--- src/rtl/wind_pkg.sv ---
// Shared wind-controller constants, bar geometry and types for the Cat vs Dog game logic.
// Consumed by wind_ctl, wind_lfsr and the wind-bar drawing stage.
package wind_pkg;

   localparam int          WIND_MAX     = 10;
   localparam int          PIX_PER_UNIT = 5;
   localparam logic [15:0] LFSR_MASK    = 16'hB400;
   localparam logic [15:0] LFSR_SEED    = 16'hACE1;

   // Wind bar geometry; the indicator offset must stay within +/-55 pixels of the centre.
   localparam int BAR_W = 116;
   localparam int BAR_H = 16;
   localparam int BAR_Y = 40;

   typedef enum logic [1:0] {IDLE, GEN, ANIM, HOLD} wind_state_t;

   typedef logic signed [4:0] wind_t;

endpackage

--- src/rtl/wind_lfsr.sv ---
// 16-bit right-shifting Galois LFSR that steps only when enabled.
// A zero state is never kept: it reloads the seed on the following cycle.
module wind_lfsr
   import wind_pkg::*;
(
   input  logic        clk,
   input  logic        rst,
   input  logic        step,
   output logic [15:0] lfsr_state,
   output logic [4:0]  cand
);

   logic [15:0] lfsr_step;

   always_comb begin
      lfsr_step = {1'b0, lfsr_state[15:1]} ^ (lfsr_state[0] ? LFSR_MASK : 16'h0000);
      cand      = lfsr_step[4:0];
   end

   always_ff @(posedge clk or posedge rst) begin
      if (rst) begin
         lfsr_state <= LFSR_SEED;
      end else if (lfsr_state == 16'h0000) begin
         lfsr_state <= LFSR_SEED;
      end else if (step) begin
         lfsr_state <= lfsr_step;
      end
   end

endmodule

--- src/rtl/wind_ctl.sv ---
// Per-turn wind controller: draws a wind value by rejection sampling an LFSR and
// animates the bar indicator toward it. Optional macro WIND_FORCE_EN adds a forced-wind override.
module wind_ctl
   import wind_pkg::*;
(
   input  logic              clk,
   input  logic              rst,
   input  logic              new_turn,
   input  logic              frame_tick,
`ifdef WIND_FORCE_EN
   input  logic              wind_force_en,
   input  logic signed [4:0] wind_force_val,
`endif
   output logic signed [4:0] wind_out,
   output logic              wind_valid,
   output logic              busy,
   output logic signed [6:0] wind_disp
);

   wind_state_t       state_q, state_d;
   logic              pending_q, pending_d;
   logic signed [4:0] wind_d;
   logic signed [6:0] disp_d;
   logic signed [6:0] goal;
   logic              lfsr_en;
   logic [15:0]       lfsr_state;
   logic [4:0]        cand;
   logic              force_hit;
   logic signed [4:0] force_wind;

   function automatic wind_t sat_wind(input wind_t v);
      if (int'(v) > WIND_MAX) return wind_t'(WIND_MAX);
      if (int'(v) < -WIND_MAX) return wind_t'(-WIND_MAX);
      return v;
   endfunction

`ifdef WIND_FORCE_EN
   assign force_hit  = wind_force_en;
   assign force_wind = sat_wind(wind_force_val);
`else
   assign force_hit  = 1'b0;
   assign force_wind = '0;
`endif

   wind_lfsr u_lfsr (
      .clk        (clk),
      .rst        (rst),
      .step       (lfsr_en),
      .lfsr_state (lfsr_state),
      .cand       (cand)
   );

   // Indicator goal in pixels; WIND_MAX*PIX_PER_UNIT fits a signed 7-bit offset.
   assign goal = 7'(int'(wind_out) * PIX_PER_UNIT);

   always_comb begin
      state_d   = state_q;
      pending_d = pending_q;
      wind_d    = wind_out;
      disp_d    = wind_disp;
      lfsr_en   = 1'b0;
      case (state_q)
         IDLE: begin
            if (new_turn) state_d = GEN;
         end
         GEN: begin
            lfsr_en = 1'b1;
            if (new_turn) pending_d = 1'b1;
            if (force_hit) begin
               wind_d  = force_wind;
               state_d = ANIM;
            end else if (lfsr_state != 16'h0000 && cand <= 5'(2 * WIND_MAX)) begin
               wind_d  = wind_t'(int'(cand) - WIND_MAX);
               state_d = ANIM;
            end
         end
         ANIM: begin
            if (new_turn) pending_d = 1'b1;
            if (wind_disp == goal) begin
               state_d = HOLD;
            end else if (frame_tick) begin
               disp_d = (wind_disp < goal) ? wind_disp + 7'sd1 : wind_disp - 7'sd1;
            end
         end
         HOLD: begin
            // A queued request gets a single valid cycle before the next draw.
            if (pending_q || new_turn) begin
               state_d   = GEN;
               pending_d = 1'b0;
            end
         end
         default: state_d = IDLE;
      endcase
   end

   always_ff @(posedge clk or posedge rst) begin
      if (rst) begin
         state_q    <= IDLE;
         pending_q  <= 1'b0;
         wind_out   <= '0;
         wind_disp  <= '0;
         wind_valid <= 1'b0;
         busy       <= 1'b0;
      end else begin
         state_q    <= state_d;
         pending_q  <= pending_d;
         wind_out   <= wind_d;
         wind_disp  <= disp_d;
         wind_valid <= (state_d == HOLD);
         busy       <= (state_d == GEN) || (state_d == ANIM);
      end
   end

endmodule

--- config.mk ---
export PLATFORM = sky130hd
export DESIGN_NAME = wind_ctl
export DESIGN_NICKNAME = d
export VERILOG_FILES = /design/src/rtl/wind_pkg.sv /design/src/rtl/wind_lfsr.sv /design/src/rtl/wind_ctl.sv
export SDC_FILE = /design/constraint.sdc
export NUM_CORES = 1
export LEC_CHECK = 0
export ABC_AREA = 1
export CAP_MARGIN = 20
export CELL_PAD_IN_SITES_DETAIL_PLACEMENT = 0
export CELL_PAD_IN_SITES_GLOBAL_PLACEMENT = 1
export CORE_UTILIZATION = 25
export DETAILED_ROUTE_END_ITERATION = 6
export PLACE_DENSITY_LB_ADDON = 0.08
export SKIP_CTS_REPAIR_TIMING = 1
export SYNTH_ARGS = -nofsm -noshare
export SYNTH_HDL_FRONTEND = slang
export SYNTH_HIERARCHICAL = 1
export SYNTH_SLANG_ARGS = --single-unit
--- constraint.sdc ---
create_clock -name clk -period 3.08 [get_ports clk]
set_input_delay 0.616 -clock clk [delete_from_list [all_inputs] [get_ports clk]]
set_output_delay 0.616 -clock clk [all_outputs]
set_load 0.05 [all_outputs]
---- Yosys cells after proc, flatten, opt, wreduce, memory -nomap -nowiden ----
Cells that the tools add are included.
word-level totals
  flip-flop bits (word level) ............. 33
  input port bits ......................... 4
  output and inout port bits .............. 14
  word-level logic and storage cells ...... 49
operators by class
  add/subtract/negate cells ............... 3
  $mul .................................... 1
  $lt $le $gt $ge ......................... 2
  eq/ne operators ......................... 9
  multiplexer cells ....................... 13
  bitwise logic cells ..................... 2
  reduce and logical (&&, ||, !) cells .... 12
operators by type and width
  cell                   number
  $mux W16               3
  $logic_not A16 Y1      1
  $reduce_bool A16 Y1    1
  $xor A15 B16 Y16       1
  $eq A2 B2 Y1 const B   4
  $mux W2                4
  $pmux W2 S4            1
  $add A7 B2 Y7 const B  1
  $eq A7 B7 Y1           1
  $lt A7 B7 Y1           1
  $mul A5 B4 Y7 const B  1
  $mux W7                1
  $sub A7 B2 Y7 const B  1
  $reduce_and A3 Y1      2
  $le A5 B5 Y1 const B   1
  $sub A5 B4 Y5 const B  1
  $eq A2 B1 Y1 const B   2
  $reduce_bool A2 Y1     2
  $mux W1                3
  $logic_not A2 Y1       1
  $logic_or A1 B1 Y1     2
  $ne A2 B1 Y1 const B   1
  $ne A2 B2 Y1 const B   1
  $pmux W1 S2            1
  4 further kinds        4

---- Longest topological paths before layout ----
Gate-level depths: netlist of run 1.
  depth in word-level cells ............... 8
  depth in mapped cells ................... 24

---- Cells and area by module ----
The synthesis of run 1 kept the hierarchy.
by module, submodules not included
  module     times used  cells an instance  area an instance (um^2)
  wind_ctl   1           193                1516.5
  wind_lfsr  1           90                 843.3

---- Worst setup path after synthesis of run 1 ----
No wires, ideal clock.
  path type ............................... register to register
  start ................................... reg wind_out[4]
  end ..................................... reg wind_disp[6]
  library setup time ...................... 0.118 ns
  arrival time ............................ 3.328 ns
  data required time ...................... 2.962 ns
  setup slack ............................. -0.366 ns
  stages on the path, launching flop included .. 24
  path buffers ............................ 0
  cells stage by stage .................... dfrtp_1 ha_1 ha_1 a21oi_1 nand2_1 xnor2_1 ha_1 nand2_2 inv_2 a21oi_4 nand3_2 nand2_4 nand2_4 nand2_2 inv_1 ha_1 inv_1 nand2_4 nand3_2 nand2_1 nand2_1 nand2_1 nand2_1 nand2_1
on the way
  longest elaborated chain between the ends .. 4
  elaborated cells on any way between the ends .. 6
RTL lines
  what                                                                  line             text
  from (decl)                                                           wind_ctl.sv:14   output logic signed [4:0] wind_out,
  from (signal assigned)                                                wind_ctl.sv:107  wind_out <= wind_d;
  $mul A5 B4 Y7 (*)                                                     wind_ctl.sv:54   assign goal = 7'(int'(wind_out) * PIX_PER_UNIT);
  parallel branches: the longest is 3 deep, another holds $lt A7 B7 Y1  -
  to (signal assigned)                                                  wind_ctl.sv:108  wind_disp <= disp_d;
  to (decl)                                                             wind_ctl.sv:17   output logic signed [6:0] wind_disp
Every way passes the cells marked *.
A chain may end at the register's enable or synchronous reset.

---- Worst setup path in the final report of run 1 ----
  start ................................... reg wind_out[3]
  end ..................................... reg wind_disp[4]
Same word-level chain as after synthesis.

==> results.json, run 1 <==
{
  "place_ws_ps": 9.57,
  "fin_nets": 345,
  "rsz0062_at_grt": "yes",
  "wire_per_inst_um": 12.7,
  "syn_area_um2": 2360,
  "antenna_cells": 0,
  "yosysWarnings": 6,
  "required_ps": 3270,
  "path_cells": "ha_4, ha_4, inv_2, fa_2, ha_4, nand2_1, nor2_2, nand2_2, nand2_2, nand2_2, nand2_1, nand2_2, nand2_4, inv_2, ha_4, inv_2, nand2_4, nand2_1, nand3_1, nand3_1, nand2_1",
  "wl_mm": 5.45,
  "initial_core_util_pct": 25.7,
  "cts_buffer_depth": 2,
  "synth_nets": 310,
  "synthTopCellsByArea": "dfrtp_1, ha_1, nand2_1",
  "rr_startpoint": "wind_out[3]",
  "gp_congestion": 0.706,
  "antenna_found_initial": 0,
  "drt-met1-wl_mm": 2.73,
  "cp_num_buf_inv": 3,
  "skew_ps": 7.16,
  "path_delay_family": "adder cells",
  "period_needed_ps": 3030,
  "die-area_um2": 9830,
  "top_layer_used": "met4",
  "crit_fanout": 3,
  "hold_path_class": "reg2reg",
  "synth.distinct_cells": 33,
  "dr_wl_met3_um": 128,
  "finalSetupViolations": 0,
  "synth_top_area_share_pct": 26.5,
  "clk_latency_ps": 290,
  "numCtsBuffers": 5,
  "endpoint_kind": "register",
  "die_h_um": 99.2,
  "rrSetupSlack_ps": 50,
  "ys_seq_area_share_pct": 35.4,
  "dp.cells": 418,
  "critPathArrivalTime_ps": 3220,
  "num_rows": 35,
  "grt_max_degree": 26,
  "grtUsageTotal_pct": 12.1,
  "met2_wirelength_mm": 2.54,
  "reg2reg_to": "wind_disp[4]",
  "vias": 1878,
  "place_area_um2": 2820,
  "ios": 18,
  "first_global_vias": 1844,
  "grt_pass1_wl_mm": 9.23,
  "layout_commonest_cell": "nand2_1",
  "ant_nets": 0,
  "overflow": 0,
  "finalCritPeriodShare_pct": 98.4,
  "slew_violations": 0,
  "critPathSlowestCell": "dfrtp_2",
  "syn_avg_cell_area_um2": 8.34,
  "cts_tree": "built",
  "critical_path_class": "reg2reg",
  "mostFrequentLayoutCells": "nand2_1, inv_1, dfrtp_1, buf_4, nor2_1",
  "synth_area_leader_cell": "dfrtp_1",
  "reg2regPathDepth": 21,
  "tightest_slew_ps": 718,
  "drc": 0,
  "cts.sinks": 33,
  "whs_endpoint": "pending_q",
  "drive_above_1_share_pct": 30.7,
  "ys_ff_latch": 33,
  "port_buffers": 17,
  "relSlewSlack_pct": 52.1,
  "viasPerCell": 4.37,
  "fin_ws_ps": 49.6,
  "cap_violations": 0,
  "drt-pass1-iter-count": 4,
  "hold_ws_ps": 512,
  "core_um2": 9200,
  "max_clock_freq_ghz": 0.330,
  "status": "complete, no violations",
  "die_x_um": 99.2,
  "clk_pin_slew_ps": 80,
  "first_iter_violations": 46,
  "cts-root-buf": "clkbuf_8",
  "final_area_um2": 3090,
  "startpoint_type": "register",
  "finalHoldViolations": 0,
  "hold_start": "pending_q",
  "area_delta_synth_final_pct": 30.9,
  "min_delay_path_depth": 2,
  "hpwl_mm": 4.08,
  "htreeDepth": 2,
  "synthesis.instances": 283,
  "critPathMaxStageDelay_ps": 450,
  "final_cells": 430
}
## routing by layer
metal,vias to the layer above,global-route usage [%]
li1,980,-
met4,0,3.39
met3,4,2.53
met5,-,0
met1,875,16.3
met2,19,19.7
## cell families after synthesis
family / Yosys count / share of synthesized area (%)
and+or+nand+nor: 130 / 27.8
adders and majority gates: 23 / 12.5
DFF: 33 / 35.4
muxes: 7 / 3.23
buffers and inverters: 50 / 10.2
AOI/OAI and AO/OA: 33 / 8.27
xor gates and xnor gates: 7 / 2.60
## cells in the mapped netlist
master,count
a21boi_0,1
a21oi_1,4
a21oi_4,1
a221oi_1,1
a31oi_1,1
a32oi_1,1
buf_4,5
buf_6,3
buf_8,1
dfrtp_1,25
dfstp_2,8
fa_1,1
ha_1,22
inv_1,40
inv_2,1
mux2_1,5
mux2i_1,2
nand2_1,61
nand2_2,10
nand2_4,6
nand3_1,16
nand3_2,3
nand3b_1,1
nand4_1,2
nor2_1,19
nor2_2,4
nor2_4,4
nor4_1,4
o21ai_0,17
o21ai_1,5
o41ai_1,2
xnor2_1,2
xor2_1,5
## registers in the layout (all words and copies together), names as in the netlist
register and flops:
wind_valid 1, wind_disp 7, u_lfsr/lfsr_state 16, wind_out 5, state_q 2, busy 1, pending_q 1
## stage by stage
| stage | setup TNS (ps) | util, % |
|---|---|---|
| finish | 0 | 33.6 |
| global route | -565 | 33.6 |
| CTS | -7.54 | 32.2 |
| detailed placement | 0 | 30.7 |
| global placement | -14.9 | 30.7 |
| floorplan | -141 | - |
## how the worst max path moves through the flow
stage	from	endpoint	slack (ps)	depth (start not counted)
after floorplan	wind_out[3]	wind_disp[6]	-80	22
after global routing	wind_out[3]	wind_disp[4]	-160	22
final	wind_out[3]	wind_disp[4]	50	21
after global placement	wind_out[4]	wind_disp[5]	-10	21
after CTS	wind_out[4]	wind_disp[5]	-8	21
after detailed placement	wind_out[3]	wind_disp[5]	10	20
## worst reg2reg max path, cell delays in order (launching register included)
cell and delay [ps]:
dfrtp_2 450, ha_4 250, ha_4 150, inv_2 50, fa_2 450, ha_4 290, nand2_1 60, nor2_2 140
nand2_2 90, nand2_2 110, nand2_2 60, nand2_1 100, nand2_2 70, nand2_4 60, inv_2 40, ha_4 140
inv_2 50, nand2_4 50, nand2_1 90, nand3_1 80, nand3_1 90, nand2_1 50
## final cells by class
| type | instances | area (um2) |
|---|---|---|
| clock inverter | 3 | 68.8 |
| inverter | 41 | 154 |
| sequential | 33 | 842 |
| tap | 111 | 139 |
| timing repair buffer | 37 | 333 |
| fill | 971 | 6110 |
| clock buffer | 5 | 68.8 |
| multi-input combinational | 200 | 1480 |
Power of run 1 is left out: the tool's default activity adds up to more than one toggle a clock period on the data nets, which glitch-free logic cannot reach.
==> inputs of run 2 (changes only) <==
ABC_AREA = 0   (was 1)
==> run 2 against run 1 <==
Net effect:
- the run now ends with setup timing left
- cell area down 5.6%
- synthesized area down 4.1%
- fmax fell by 15%
- flip-flop and latch count is the same
- global-route usage about the same
- utilization shrank 0.16 points
- die area decreased by 4.1%
- critical path depth shrank 5
- first-iteration DRC count fell by 35%
- synthesized cell count fell by 23%
==> results.json, run 2 <==
{
  "status": "finished, violations left",
  "violations": "setup timing",
  "synth_top_area_share_pct": 27.7,
  "finalSetupViolations": 4,
  "first_global_vias": 1762,
  "fin_setup_tns_ps": -1140,
  "critical_path_class": "reg2reg",
  "ys_top_cells_by_count": "dfrtp_1, ha_1, inv_1",
  "slew_violations": 0,
  "finalHoldViolations": 0,
  "synthesis.instances": 219,
  "htreeDepth": 2,
  "area_delta_synth_final_pct": 28.8,
  "skew_ps": 6.14,
  "finalCritPeriodShare_pct": 116,
  "path_cells": "ha_4, ha_4, a21o_1, a21oi_2, xor2_1, ha_1, nor3b_4, o21ai_2, o21ai_2, xnor2_1, ha_2, and3_1, nand3_1, or4_4, o211ai_2, o311ai_2",
  "synth_edf_count": 0,
  "syn_area_um2": 2260,
  "synth.distinct_cells": 49,
  "numCtsBuffers": 5,
  "synthAdderAreaFrac_pct": 13.1,
  "ios": 18,
  "startpoint_type": "register",
  "largest-register": "u_lfsr/lfsr_state",
  "antenna_found_initial": 0,
  "overflow": 0,
  "period_needed_ps": 3560,
  "yosysMostFrequentCell": "dfrtp_1",
  "die_x_um": 97.1,
  "cp_num_buf_inv": 0,
  "gp_congestion": 0.709,
  "grt_max_degree": 18,
  "antenna_cells": 0,
  "reg_top3": "u_lfsr/lfsr_state: 16 flops, wind_disp: 7 flops, wind_out: 5 flops",
  "largest_register_ffs": 16,
  "grt_pass1_wl_mm": 9.22,
  "fin_nets": 285,
  "final_cells": 367,
  "async_reset_ff_share_pct": 100,
  "ys_ff_latch": 33,
  "fin_ws_ps": -482,
  "clk_latency_ps": 290,
  "endpoint_kind": "register",
  "synth_top_family_by_area": "simple AND/OR/NAND/NOR gates",
  "cts-root-buf": "clkbuf_8",
  "path_delay_family": "adder cells",
  "cts_tree": "built",
  "synth_compound_area_share_pct": 14.4,
  "hold_path_class": "reg2reg",
  "ant_nets": 0,
  "die-area_um2": 9430,
  "critPathArrivalTime_ps": 3720,
  "num_rows": 34,
  "synthTopCellsByArea": "dfrtp_1, ha_1, dfstp_2",
  "critPathMaxStageDelay_ps": 450,
  "drive_above_1_share_pct": 32.4,
  "crit_fanout": 4,
  "mostFrequentLayoutCells": "buf_4, dfrtp_1, nand2_1, inv_1, clkdlybuf4s50_1",
  "relSlewSlack_pct": 45.3,
  "port_buffers": 17,
  "initial_core_util_pct": 25.9,
  "dp.cells": 357,
  "cts_buffer_depth": 2,
  "cap_violations": 0,
  "max_clock_freq_ghz": 0.281,
  "critPathSlowestCell": "dfrtp_2",
  "vias": 1738,
  "ys_seq_area_share_pct": 36.9,
  "grtUsageTotal_pct": 12.1,
  "die_h_um": 97.1,
  "wl_mm": 5.33,
  "drt-pass1-iter-count": 4,
  "viasPerCell": 4.74,
  "synth_nets": 246,
  "required_ps": 3240,
  "synth-main-ff-cell": "dfrtp_1",
  "synth_area_leader_cell": "dfrtp_1",
  "yosys.area_share.xor_xnor_pct": 4.26,
  "clk_pin_slew_ps": 80,
  "yosys-mux-area-fraction_pct": 9.40,
  "wire_per_inst_um": 14.5,
  "cts.sinks": 33,
  "rsz0062_at_grt": "yes",
  "syn_avg_cell_area_um2": 10.3,
  "core_um2": 8720,
  "hpwl_mm": 4.07,
  "first_iter_violations": 30,
  "drc": 0,
  "synth-simple-area-share_pct": 15.0,
  "yosysWarnings": 6,
  "final_util_pct": 33.4,
  "tightest_slew_ps": 820,
  "layout_commonest_cell": "buf_4"
}
-- run 2: cell count changes in the layout (fill, tap and decap cells not counted), sizes merged, moves of 8 or more --
cell   change
nand3     -16
inv       -22
o21ai     -13
nor2      -24
mux2i      +8
nand2     -58
-- run 2: cell families after synthesis --
group | after synthesis
muxes | 20
and+or+nand+nor | 55
DFF | 33
xor gates and xnor gates | 11
adders and majority gates | 23
AOI/OAI and AO/OA | 46
buffers and inverters | 31
-- run 2: stage by stage --
stage / hold WS [ps] / cell area, um2 / setup WS (ps)
2_1_floorplan: 495 / 2350 / -727
3_3_place_gp: 518 / 2760 / -534
3_5_place_dp: 533 / 2760 / -530
4_1_cts: 550 / 2860 / -565
5_1_grt: 597 / 2910 / -724
6_report: 548 / 2910 / -482
-- run 2: worst min-delay path, delay by kind of cell, from the launching register on --
family	cells	cell delay, ps
AND/OR/NAND/NOR	1	50
AO/OA/AOI/OAI	1	110
flip-flops	1	350
-- run 2: layer usage --
metal | wire length [um] | vias to the layer above | global-route usage (%)
met5 | 0 | - | 0
met4 | 72 | 0 | 3.90
met3 | 142 | 6 | 2.52
met2 | 2350 | 24 | 18.5
met1 | 2760 | 824 | 17.0
li1 | - | 884 | -
-- run 2: layout make-up --
| cell class | instances | area (um2) |
|---|---|---|
| Fill cell | 898 | 5810 |
| Multi-Input combinational cell | 155 | 1400 |
| Sequential cell | 33 | 842 |
| Timing Repair Buffer | 43 | 365 |
| Tap cell | 108 | 135 |
| Clock buffer | 6 | 82.6 |
| Inverter | 20 | 75.1 |
| Clock inverter | 2 | 13.8 |
-- run 2: final timing paths --
kind | slack (ps) | cells after the start | start | end
hold / removal | 550 | 2 | pending_q | pending_q
max in group asynchronous | 1710 | 2 | rst | wind_out[1]
min in group asynchronous | 720 | 2 | rst | u_lfsr/lfsr_state[14]
hold reg to reg | 550 | 2 | pending_q | pending_q
setup reg to reg | -480 | 16 | wind_out[2] | wind_disp[6]
setup / recovery | -480 | 16 | wind_out[2] | wind_disp[6]
Power of run 2 is left out for the same reason.
==> inputs of run 3 (changes only) <==
CORE_UTILIZATION = 42   (was 25)
==> run 3 against run 2 <==
Net effect:
- the run still ends with setup timing left
- non-clock buffer count is 1 lower
- utilization is 22 points higher
- clock-buffer cell count is 1 higher
- die area is 40% lower
- sequential share of layout area is 0.57 points higher
- first-iteration DRC count is 97% higher
- flip-flop and latch count stayed put
- clock skew is 6.2 ps higher
- critical path type unchanged
- largest cell class unchanged
==> results.json, run 3 (synthesis gave the netlist of run 2 again) <==
{
  "vias": 1751,
  "finalSetupViolations": 5,
  "endpoint_kind": "register",
  "path_delay_family": "adder cells",
  "required_ps": 3240,
  "first_global_vias": 1788,
  "critPathArrivalTime_ps": 3690,
  "crit_fanout": 3,
  "grt_max_degree": 21,
  "skew_ps": 12.3,
  "max_clock_freq_ghz": 0.283,
  "ant_nets": 0,
  "overflow": 0,
  "die_h_um": 75.4,
  "layout_commonest_cell": "buf_4",
  "cts-root-buf": "clkbuf_8",
  "period_needed_ps": 3530,
  "tightest_slew_ps": 733,
  "numCtsBuffers": 5,
  "cap_violations": 0,
  "critPathMaxStageDelay_ps": 440,
  "first_iter_violations": 59,
  "viasPerCell": 5.34,
  "cts_tree": "built",
  "drc": 0,
  "violations": "setup timing",
  "initial_core_util_pct": 44.0,
  "reg_top3": "u_lfsr/lfsr_state: 16 flops, wind_disp: 7 flops, wind_out: 5 flops",
  "critical_path_class": "reg2reg",
  "rsz0062_at_grt": "yes",
  "rr_startpoint": "wind_out[2]",
  "place_ws_ps": -518,
  "finalHoldViolations": 0,
  "gp_congestion": 0.810,
  "path_cells": "ha_4, ha_4, a21o_1, a21oi_2, xor2_1, ha_1, nor3b_4, o21ai_2, o21ai_2, xnor2_1, ha_2, and3_4, nand3_1, or4_1, o211ai_2, o311ai_2",
  "grtUsageTotal_pct": 19.2,
  "status": "finished, violations left",
  "fin_nets": 284,
  "antenna_cells": 0,
  "grt_pass1_wl_mm": 8.25,
  "reg2reg_to": "wind_disp[6]",
  "hpwl_mm": 3.68,
  "num_rows": 26,
  "cp_num_buf_inv": 0,
  "cp-endpoint": "wind_disp[6]",
  "core_um2": 5140,
  "die-area_um2": 5680,
  "largest-register": "u_lfsr/lfsr_state",
  "relSlewSlack_pct": 51.1,
  "slew_violations": 0,
  "mostFrequentLayoutCells": "buf_4, dfrtp_1, nand2_1, inv_1",
  "area_delta_synth_final_pct": 26.3,
  "clk_latency_ps": 290,
  "finalCritPeriodShare_pct": 115,
  "largest_register_ffs": 16,
  "hold_path_class": "reg2reg",
  "cts_buffer_depth": 2,
  "ios": 18,
  "htreeDepth": 2,
  "drive_above_1_share_pct": 30.6,
  "clk_pin_slew_ps": 80,
  "critPathSlowestCell": "dfrtp_2",
  "crit_start": "wind_out[2]",
  "port_buffers": 17,
  "antenna_found_initial": 0,
  "cts.sinks": 33,
  "reg2regPathDepth": 16,
  "wl_mm": 4.76,
  "path_depth": 16,
  "fin_ws_ps": -451,
  "wire_per_inst_um": 14.5,
  "startpoint_type": "register",
  "die_x_um": 75.4,
  "drt-pass1-iter-count": 4,
  "rrSetupSlack_ps": -450
}
## run 3: worst min-delay path by stage
stage	from	endpoint	slack, ps	depth (start not counted)
2_1_floorplan	pending_q	pending_q	490	2
3_3_place_gp	pending_q	pending_q	510	2
3_5_place_dp	pending_q	pending_q	530	2
4_1_cts	pending_q	pending_q	550	2
5_1_grt	pending_q	pending_q	580	2
6_report	pending_q	pending_q	530	2
## run 3: tightest hold or removal path, delay by kind of cell, from the launching register on
kind	cells	cell delay [ps]
AOI/OAI and AO/OA	1	100
DFF	1	340
and+or+nand+nor	1	50
## run 3: metal layers
layer	up-vias	track usage (%)	share of wire (%)
met5	-	0	0
met4	0	8.02	2.5
li1	878	-	-
met1	838	22.8	44
met3	13	4.50	2.2
met2	22	33.2	51
## run 3: cell type report
cell class              instances  area, um2
inverters                      20       75.1
clock buffers                   7       86.3
fillers                       473       2280
multi-input cells             155       1380
well taps                      70       87.6
flip-flops and latches         33        842
repair buffers                 42        358
clock inverters                 1       30.0
## run 3: stage by stage
| step | TNS, ps | std cells | hold slack (ps) | instance area [um2] | utilization [%] |
|---|---|---|---|---|---|
| after floorplan | -1530 | 219 | 495 | 2350 | - |
| after global placement | -953 | 319 | 513 | 2710 | 52.8 |
| after detailed placement | -1300 | 319 | 534 | 2710 | 52.8 |
| after CTS | -1350 | 327 | 549 | 2830 | 55.0 |
| after global routing | -2170 | 328 | 584 | 2860 | 55.6 |
| final | -1070 | 328 | 535 | 2860 | 55.6 |
Power of run 3 is left out for the same reason.
==> patch (config.mk and constraints of run 3) <==
Build with the macro `WIND_FORCE_EN` defined.
--- a/src/rtl/wind_ctl.sv
+++ b/src/rtl/wind_ctl.sv
@@ -1,5 +1,7 @@
 // Per-turn wind controller: draws a wind value by rejection sampling an LFSR and
 // animates the bar indicator toward it. Optional macro WIND_FORCE_EN adds a forced-wind override.
+`define WIND_FORCE_EN
+
 module wind_ctl
    import wind_pkg::*;
 (
Ports: changed (added wind_force_en and wind_force_val); port bits go from 18 to 24. No check against the original RTL was run, so the function may have changed too.
==> patch against run 3 <==
- the run still ends with negative setup slack left
- synthesized area decreased by 3.1%
- die area is 3.0% lower
- sequential share of layout area rose by 0.65 points
- wire length fell by 3.0%
- non-clock buffer count is 8 lower
- sequential cell count did not move
- critical path depth shrank 1
- via count down 5.8%
- design area decreased by 2.1%
- worst setup slack improved by 0.28 ns
- maximum frequency grew 8.5%
- critical endpoint is now wind_disp[4]
- largest cell class unchanged
- highest routed layer unchanged
Power is left out: the tool's default activity adds up to more than one toggle a clock period on the data nets, which glitch-free logic cannot reach.
==> patch: results (changes against run 3) <==
| Metric | Value |
|---|---|
| Final WL | 4620 um (-3.0%) |
| Dpl ws | -0.278 ns (+0.240 ns) |
| First-pass GRT wire length | 7630 um (-7.4%) |
| Top cells by area, synth | dfrtp_1 (29%), ha_1 (13%), dfstp_2 (9.6%) |
| Fraction of layout cells with a size suffix above 1 | 30.8% (+0.21 points) |
| Post-synthesis sequential area ratio | 38.1% (+1.2 points) |
| Worst-path maximum fanout | 4 (+1) |
| Status | complete, but fails checks |
| Worst path arrival time | 3.46 ns (-0.23 ns) |
| DR vias/cell | 5.37 (+0.68%) |
| Synth cell count leaders | dfrtp_1 (25), ha_1 (23), inv_1 (20) |
| Port Buffers | 23 (+6) |
| Placer Congestion | 0.825 (+1.9%) |
| Final setup fails | 3 (-2) |
| Largest net degree at the start of global routing | 20 (-4.8%) |
| Final setup margin | -0.174 ns (+0.277 ns) |
| Failing checks | negative setup slack |
| DR iter-0 viols | 66 (+12%) |
| Layout fillers | 442 (-6.6%) |
| Hpwl dp | 3480 um (-5.6%) |
| Vias in the first global route | 1619 (-9.5%) |
| Mapped Nets | 241 (-2.0%) |
| Layout Nets | 273 (-3.9%) |
| All-Layer GR Usage | 18.5% (-0.63 points) |
| Worst clock skew | 0.00680 ns (-0.00553 ns) |
| Synth unique cells | 42 (-14%) |
| Async SR Flop Fraction | 100% (unchanged) |
| Slew Limit Headroom | 54.6% (+3.6 points) |
## patch: layout make-up
| type | count | area, sq um | area share (%) |
|---|---|---|---|
| flip-flops and latches | 33 | 842 | 30.1 |
| inverters | 20 | 75.1 | 2.68 |
| well taps | 67 | 83.8 | 3.00 |
| clock buffers | 7 | 86.3 | 3.09 |
| repair buffers | 34 | 325 | 11.6 |
| multi-input cells | 145 | 1350 | 48.4 |
| clock inverters | 1 | 30.0 | 1.07 |
## patch: per-stage QoR
step	hold slack, ns	setup TNS [ns]	utilization (%)	cell area (sq um)	cells
6_report	0.551	-0.355	57.3	2800	307
3_5_place_dp	0.550	-0.417	54.0	2640	298
5_1_grt	0.578	-0.927	57.3	2800	307
3_3_place_gp	0.491	-0.253	54.0	2640	298
4_1_cts	0.556	-0.506	56.4	2750	306
2_1_floorplan	0.495	-0.570	-	2300	207
## patch: cell families after synthesis
logic type	share of synthesized area [%]
buffers and inverters	6.45
muxes	11.6
AOI/OAI and AO/OA	9.87
DFF	38.1
adders and majority gates	14.0
xor gates and xnor gates	5.59
and+or+nand+nor	14.3
## patch: path summary, 6_finish.rpt
kind                              start  cells past startpoint                    to
max in group asynchronous           rst                      2           wind_out[0]
min in group asynchronous           rst                      2  u_lfsr/lfsr_state[1]
hold reg to reg            wind_disp[6]                      1          wind_disp[6]
hold / removal             wind_disp[6]                      1          wind_disp[6]
setup / recovery            wind_out[4]                     15          wind_disp[4]
setup reg to reg            wind_out[4]                     15          wind_disp[4]
## patch: layer usage
layer  up-vias  share of wire, %  track usage [%]  wire length [um]
met1       815                49             25.4              2250
met2        34                46             29.0              2120
met5         -                 0                0                 0
met3         6               4.1             4.20               187
met4         0               1.2             6.29                57
li1        795                 -                -                 -
